## config.mk

```make
export PLATFORM = sky130hd
export DESIGN_NAME = west_buffer_reader
export DESIGN_NICKNAME = d
export VERILOG_FILES = /design/src/rtl/west_buffer_reader.sv
export SDC_FILE = /design/constraint.sdc
export NUM_CORES = 1
export LEC_CHECK = 0
export ABC_CLOCK_PERIOD_IN_PS = 18600
export CORE_UTILIZATION = 45
export DETAILED_ROUTE_END_ITERATION = 16
export PLACE_DENSITY = 0.79
export SLEW_MARGIN = 40
export SYNTH_ARGS = -nofsm -noshare
export SYNTH_HDL_FRONTEND = slang
export SYNTH_SLANG_ARGS = --single-unit
```

## constraint.sdc

```tcl
create_clock -name clk -period 18.6 [get_ports clk]
set_input_delay 1.86 -clock clk [delete_from_list [all_inputs] [get_ports clk]]
set_output_delay 1.86 -clock clk [all_outputs]
set_load 0.02 [all_outputs]
```

## src/rtl/west_buffer_reader.sv

```systemverilog
// west_buffer_reader: sweeps the WEST Qn buffer through port B and streams each word to the array,
// repeating the sweep num_passes times behind a two-entry skid FIFO with full backpressure.
package top_pkg;
   localparam int TOP_CHUNK_SIZE = 4;
endpackage

module west_buffer_reader #(
   parameter int WIDTH = 16,
   parameter int NUM_CORES_A = 2,
   parameter int NUM_CORES_B = 1,
   parameter int COL_X = 16,
   parameter int TOTAL_INPUT_W = 2,
   parameter int CHUNK_SIZE = top_pkg::TOP_CHUNK_SIZE,
   localparam int MODULE_WIDTH = WIDTH * CHUNK_SIZE * NUM_CORES_A * NUM_CORES_B,
   localparam int TOTAL_DEPTH = COL_X * TOTAL_INPUT_W,
   localparam int ADDR_WIDTH = $clog2(TOTAL_DEPTH)
) (
   input  logic                    clk,
   input  logic                    rst,
   input  logic                    start,
   input  logic [7:0]              num_passes,
   output logic                    rd_en,
   output logic [ADDR_WIDTH-1:0]   rd_addr,
   input  logic [MODULE_WIDTH-1:0] rd_data,
   output logic [MODULE_WIDTH-1:0] out_data,
   output logic                    out_valid,
   input  logic                    out_ready,
   output logic                    out_last,
   output logic                    busy,
   output logic                    done
);
   localparam logic [ADDR_WIDTH-1:0] LAST_ADDR = ADDR_WIDTH'(TOTAL_DEPTH - 1);

   typedef enum logic [1:0] {IDLE, READ, DRAIN, DONE} state_t;
   state_t state, state_nx;

   logic [ADDR_WIDTH-1:0]   addr, addr_q;
   logic [7:0]              passes, pass_cnt;
   logic                    inflight, inflight_last;
   logic [1:0]              occ;
   logic                    wptr, rptr;
   logic [MODULE_WIDTH-1:0] fifo_d [2];
   logic                    fifo_l [2];
   logic                    pop, pop_fifo, push, last_addr, last_rd;

   // The word returning from port B bypasses the FIFO when it is empty, hiding the read latency.
   assign out_valid = occ != 2'd0 || inflight;
   assign out_data  = occ != 2'd0 ? fifo_d[rptr] : inflight ? rd_data : '0;
   assign out_last  = occ != 2'd0 ? fifo_l[rptr] : inflight && inflight_last;
   assign pop       = out_valid && out_ready;
   assign pop_fifo  = pop && occ != 2'd0;
   assign push      = inflight && !(occ == 2'd0 && pop);
   assign last_addr = addr == LAST_ADDR;
   assign rd_en     = state == READ && ({1'b0, occ} + {2'b0, inflight} < 3'd2 + {2'b0, pop});
   assign last_rd   = rd_en && last_addr && pass_cnt == passes - 8'd1;
   assign rd_addr   = rd_en ? addr : addr_q;
   assign busy      = state == READ || state == DRAIN;
   assign done      = state == DONE;

   always_comb begin
      state_nx = state;
      case (state)
         IDLE:  state_nx = start ? READ : IDLE;
         READ:  state_nx = last_rd ? DRAIN : READ;
         DRAIN: state_nx = ({1'b0, occ} + {2'b0, inflight} == {2'b0, pop}) ? DONE : DRAIN;
         DONE:  state_nx = IDLE;
         default: state_nx = IDLE;
      endcase
   end

   always_ff @(posedge clk or posedge rst) begin
      if (rst) begin
         state         <= IDLE;
         addr          <= '0;
         addr_q        <= '0;
         passes        <= 8'd1;
         pass_cnt      <= '0;
         inflight      <= 1'b0;
         inflight_last <= 1'b0;
         occ           <= '0;
         wptr          <= 1'b0;
         rptr          <= 1'b0;
      end else begin
         state         <= state_nx;
         inflight      <= rd_en;
         inflight_last <= rd_en && last_addr;
         if (state == IDLE && start) begin
            passes   <= num_passes == 8'd0 ? 8'd1 : num_passes;
            addr     <= '0;
            pass_cnt <= '0;
         end else if (rd_en) begin
            addr     <= last_addr ? '0 : addr + 1'b1;
            addr_q   <= addr;
            pass_cnt <= last_addr ? pass_cnt + 8'd1 : pass_cnt;
         end
         occ  <= occ + {1'b0, push} - {1'b0, pop_fifo};
         wptr <= push ? ~wptr : wptr;
         rptr <= pop_fifo ? ~rptr : rptr;
      end
   end

   always_ff @(posedge clk) begin
      if (push) begin
         fifo_d[wptr] <= rd_data;
         fifo_l[wptr] <= inflight_last;
      end
   end
endmodule

```

## Word level (Yosys, flattened, before mapping)

Memory sizes are Yosys's and may differ from the RTL's.
Cells that the tools add are included.

| storage, ports and cells | value |
|---|---|
| register bits after elaboration | 34 |
| RAM bits | 258 |
| input port bits | 140 |
| output and inout bits | 138 |
| word-level logic and storage cells | 64 |
| memories kept | 2 |

Memories:

| name | depth | width | rd ports | clocked after Yosys merged registers in | wr ports | RTL line | RTL |
|---|---|---|---|---|---|---|---|
| fifo_d | 2 | 128 | 1 | 0 | 1 | 42 | `logic [MODULE_WIDTH-1:0] fifo_d [2];` |
| fifo_l | 2 | 1 | 1 | 0 | 1 | 43 | `logic fifo_l [2];` |

| cells by class | value |
|---|---|
| $add $sub $neg | 7 |
| $lt $le $gt $ge | 1 |
| equality and inequality tests | 6 |
| multiplexer cells | 17 |
| bitwise gates (word level) | 2 |
| reductions and logical operators | 19 |

Operator list:

| cell | number |
|---|---|
| two-way mux 128 bit | 2 |
| two-way mux 8 bit | 4 |
| two-way mux 5 bit | 4 |
| logical AND 1 bit | 9 |
| adder 8 x 1 -> 8 bit (second input constant) | 1 |
| == test 8 bit | 1 |
| zero test 8 bit | 1 |
| one-hot mux 2 bit (4 select lines) | 1 |
| subtractor 8 x 1 -> 8 bit (second input constant) | 1 |
| nonzero test 2 bit | 3 |
| adder 5 x 1 -> 5 bit (second input constant) | 1 |
| == test 5 bit (second input constant) | 1 |
| two-way mux 1 bit | 5 |
| == test 2 bit (second input constant) | 2 |
| zero test 2 bit | 2 |
| adder 2 x 1 -> 3 bit | 1 |
| adder 2 x 1 -> 3 bit (first input constant) | 1 |
| == test 3 x 1 -> 1 bit | 1 |
| < comparator 3 bit | 1 |
| adder 2 x 1 -> 2 bit | 1 |
| == test 2 x 1 -> 1 bit (second input constant) | 1 |
| logical OR 1 bit | 2 |
| two-way mux 2 bit | 1 |
| NOT 1 bit | 2 |
| 3 further kinds | 3 |

## Depth between registers and ports, before layout

| depth | value |
|---|---|
| depth after elaboration | 10 |
| mapped depth | 10 |
| depth with buffers taken out | 9 |

## Worst setup path before layout

Ideal clock, no wire load.

| timing | value |
|---|---|
| path type | input port to flip-flop |
| from | input out_ready |
| to | memory fifo_d[0][0] in the netlist's numbering (enable) |
| library setup time | 619 ps |
| data arrival time | 7392 ps |
| data required time | 17981 ps |
| path slack | 10589 ps |
| cell stages on the path | 3 |
| path buffers | 0 |
| cells stage by stage | nand2_1 > nand2_1 > nor2_1 |

| on the way | value |
|---|---|
| longest elaborated chain between the ends | 6 |

Ends and longest elaborated chain:

| element | RTL line | RTL |
|---|---|---|
| start, declared | 27 | `input logic out_ready,` |
| logical AND 1 bit | 50 | `assign pop = out_valid && out_ready;` |
| logical AND 1 bit | 52 | `assign push = inflight && !(occ == 2'd0 && pop);` |
| zero test 1 bit | 52 |  |
| logical AND 1 bit | 52 |  |
| two-way mux 1 bit | 103 | `if (push) begin` |
| two-way mux 1 bit (implied by the code) | 104 | `fifo_d[wptr] <= rd_data;` |
| end, declared | 42 |  |

Every way passes these cells.

## Worst setup path after layout

| timing | value |
|---|---|
| from | input out_ready |
| to | output rd_addr[2] |

| on the way | value |
|---|---|
| longest elaborated chain between the ends | 5 |

Ends and longest elaborated chain:

| element | RTL line | RTL |
|---|---|---|
| logical AND 1 bit | 50 |  |
| adder 2 x 1 -> 3 bit | 54 | `assign rd_en = state == READ && ({1'b0, occ} + {2'b0, inflight} < 3'd2 + {2'b0, pop});` |
| < comparator 3 bit | 54 |  |
| logical AND 1 bit | 54 |  |
| two-way mux 5 bit | 56 | `assign rd_addr = rd_en ? addr : addr_q;` |
| end, declared | 23 | `output logic [ADDR_WIDTH-1:0] rd_addr,` |

Every way passes these cells.

==> results.txt <==
- Share of synthesized registers carrying an async set or reset: 11.6%
- The worst hold path terminates at fifo_l[1].
- Among cell families on the critical path, the largest total delay comes from buffers and inverters.
- Critical path start-end classification: primary input to primary output
* Overall overflow remaining after global route: 0
- The worst hold path was traced through 0 stages.
* Syn avg cell area: 13.7 sq um
* Min-Delay Path Class: flop to flop
- Setup violations remaining at the end of the flow were counted as 0.
- TritonCTS Sinks: 292
- The number of different library cells used by synthesis comes to 40.
- Power per Cell Area: 189 nW/um^2
- By count the netlist is led by sky130_fd_sc_hd__edfxtp_1, sky130_fd_sc_hd__o21ai_0, sky130_fd_sc_hd__nand3_1, sky130_fd_sc_hd__mux2i_1, sky130_fd_sc_hd__clkbuf_1.
- Cell type with the largest total area after synthesis: sky130_fd_sc_hd__edfxtp_1
- Cell with the most instances after synthesis: sky130_fd_sc_hd__edfxtp_1
- In this run the number of H-tree levels came out at 1.
- The net count of the finished layout is 1325.
* Vias in the first global route: 8300
* Synthesis warning total: 0
- I/O Pins: 278
- Row cnt: 60
- Across the run, the number of max-cap violations was 0.
- Dividing the detail-routed via count by the number of cells gives 5.28.
* Share of synthesized area occupied by flip-flops and latches: 68.9%
* Maximum fanout along the worst path: 13
- Period Utilization, post-route: 33.2%
- The smallest clock period supported by the final layout is computed as 6.17 ns.
- Setup repair bufs after CTS: 0
* DP Cell Count: 1509
* Hold Startpoint: inflight_last
- The filler cells instantiated in the layout total 2128.
* Height of the chip: 169 um
- The flow ran to the end, and the final reports show no timing, DRC or antenna violations.
- Horizontal extent of the die: 169 um
- The HPWL after detailed placement is 17600 um.
* Top flip-flop cell by instance count after synthesis: sky130_fd_sc_hd__edfxtp_1
* Hold violation count in the final report: 0
- The mapped netlist covers 12500 sq um.
* Wire length of the first global-routing pass: 44300 um
- Setup tns final: 0 ns
- Routed wire per std cell: 18.0 um
- After floorplanning, the core was sized to cover 27100 sq um.
* Leading post-synthesis cells by cell area: sky130_fd_sc_hd__edfxtp_1, sky130_fd_sc_hd__mux2i_1, sky130_fd_sc_hd__dfrtp_1, sky130_fd_sc_hd__o21ai_0, sky130_fd_sc_hd__nand3_1
* Worst path cell trace: clkdlybuf4s50_1 -> and2_1 -> ha_1 -> nand2b_1 -> nand2_1 -> clkinv_1 -> nand2_1 -> nand2_1 -> clkdlybuf4s50_1
* Maximum number of pins on one net before global-route repair: 104
- Final slew viol count: 0
- Floorplan die area: 28400 sq um
- Source-to-sink clock delay at the later pin of the worst-skew pair: 0.54 ns
* FF-to-FF setup slack: 14.42 ns
* Initial antenna violation count: 2
- Once the floorplan was initialized, standard cells occupied 46.1% of the core.
* Fraction of final layout cells with drive strength greater than 1: 5.70%
* Synthesis-to-layout area growth: 33.1%
- TritonCTS built the clock tree.
- The routed design has 28100 um of wire.
* Required @ worst endpoint: 16.74 ns
- The analysis attributes to cell leakage a power of 6.02 nW.
- Reg-to-Reg Start: inflight
* Most repeated library cell on the critical path: sky130_fd_sc_hd__nand2_1
- Headroom to the max-slew limit came out at 52.3%.
- Worst-margin pin slew: 0.716 ns
- Number of nets with antenna violations after detailed routing: 0
- Prior to clock tree synthesis, the placed netlist has a worst setup slack of 12.48 ns.
* CTS Hold Buffers Added: 0
* Crit path max-delay cell type: sky130_fd_sc_hd__clkdlybuf4s50_1
- STA classifies the critical path endpoint as a primary output.
- Synthesis handed over a netlist of 910 instances.
- R2r worst-path depth: 6
- The endpoint identified for the worst register-to-register timing path is fifo_d[0][48].
* TritonRoute pass-1 iters: 4
- Final Worst Setup Slack: 12.43 ns
- Worst Clk Skew: 0.0188 ns
- Share of the synthesized area in the top cell type: 62.1%
- Global-route usage over all layers: 19.6%
- Quantity of gates resized following cts: 0
- On the worst path, the slowest cell contributes a delay of 0.53 ns.
* Number of port buffers: 277
- The cell sitting at the root of the clock tree is a sky130_fd_sc_hd__clkbuf_16.
* Vias post-DR: 8273
* Final Instance Count excl. Fillers: 1566
* Unrepaired setup endpoints after global routing: no
- At the worst endpoint, the arrival time is 4.31 ns.
- STA classifies the critical path startpoint as a primary input.
- Buffers plus inverters on the worst setup path: 3
- The longest clock path from root to sink contains 3 buffers.
- Number of design-rule violations left by the first detailed-router iteration: 528
- DRC violations left: 0
- Synthesis produced a netlist with a net count of 1064.
- Routability-driven placement congestion ratio: 0.805
- For this run, the top clock speed supported by timing is 162 MHz.
- Counting the buffers created by CTS gives 31.
* Number of synthesized flops with an enable pin: 258
- The critical path runs through a total of 9 cells.
- Post-synthesis register bit count: 292
- Clock-pin slew was measured on the worst setup and hold paths at 0.06 ns.
- Max VDD drop: 0.173 mV
==> placed cells by master, fill, tap and decap left out, types with 6 or more instances in the layout <==
master and count:
sky130_fd_sc_hd__inv_1 8, sky130_fd_sc_hd__ha_1 14, sky130_fd_sc_hd__buf_4 6, sky130_fd_sc_hd__nand2_1 45, sky130_fd_sc_hd__clkbuf_16 31, sky130_fd_sc_hd__clkdlybuf4s50_1 277, sky130_fd_sc_hd__buf_6 6, sky130_fd_sc_hd__nand3_1 133
sky130_fd_sc_hd__edfxtp_1 258, sky130_fd_sc_hd__a21oi_1 9, sky130_fd_sc_hd__nor3_1 6, sky130_fd_sc_hd__mux2i_1 130, sky130_fd_sc_hd__clkinv_1 6, sky130_fd_sc_hd__mux2_2 6, sky130_fd_sc_hd__clkbuf_1 9, sky130_fd_sc_hd__dfrtp_1 31
sky130_fd_sc_hd__o21ai_0 134, sky130_fd_sc_hd__nor2_1 14, sky130_fd_sc_hd__xnor2_1 13
==> cell type report <==
| class | count | area [sq um] | share of cell area, % |
|---|---|---|---|
| sequential | 292 | 8610 | 51.8 |
| timing repair buffer | 290 | 2910 | 17.5 |
| clock buffer | 41 | 823 | 4.96 |
| inverter | 9 | 33.8 | 0.203 |
| clock inverter | 14 | 145 | 0.874 |
| antenna | 1 | 2.50 | 0.0151 |
| tap | 372 | 465 | 2.80 |
| multi-input combinational | 547 | 3620 | 21.8 |
==> worst max-delay path by stage <==
stage | from | endpoint
after global routing | out_ready | rd_addr[2]
final | out_ready | rd_addr[2]
after detailed placement | out_ready | rd_addr[2]
after CTS | out_ready | rd_addr[2]
after floorplan | out_ready | fifo_d[0][0]
after global placement | out_ready | rd_addr[4]
==> per-stage QoR <==
step | cell area, sq um | hold WS [ns] | total power (W) | util, %
6_report | 16600 | 0.480 | 0.00313 | 61.3
5_1_grt | 16600 | 0.494 | 0.00330 | 61.3
4_1_cts | 16600 | 0.487 | 0.00317 | 61.2
3_5_place_dp | 15600 | 0.472 | 0.00257 | 57.6
3_3_place_gp | 15600 | 0.452 | 0.00254 | 57.5
2_1_floorplan | 12500 | 0.443 | 0.00194 | -
==> layer usage <==
layer	global-route usage [%]	vias up	share of wire, %
li1	-	3974	-
met1	25.0	4003	42
met2	32.9	241	49
met3	4.47	53	6.3
met4	6.76	2	3.0
met5	0	-	0.043
==> where the power goes <==
part           internal (W)  leakage (nW)  switching [W]
Sequential         0.000973          2.84      0.0000995
Clock              0.000350         0.470       0.000239
Combinational      0.000621          2.71       0.000852
Total               0.00194          6.02        0.00119
==> registers in the layout, summed over array words and instances (netlist names), named ones only <==
name           cells
state              1
inflight           1
addr_q             5
pass_cnt           8
occ                2
passes             8
rptr               1
fifo_l             2
addr               5
fifo_d           256
inflight_last      1
wptr               1
==> cells by family after synthesis <==
family                   count (synthesis)  share of synthesized area (%)
buffers and inverters                   71                           2.24
XOR/XNOR                                18                           1.26
adder cells (fa/ha/maj)                 14                           1.40
AO/OA/AOI/OAI                          151                           6.24
multiplexers                           136                           11.0
AND/OR/NAND/NOR                        228                           9.00
flip-flops                             292                           68.9
No activity file was read; power rests on OpenSTA's default activity.
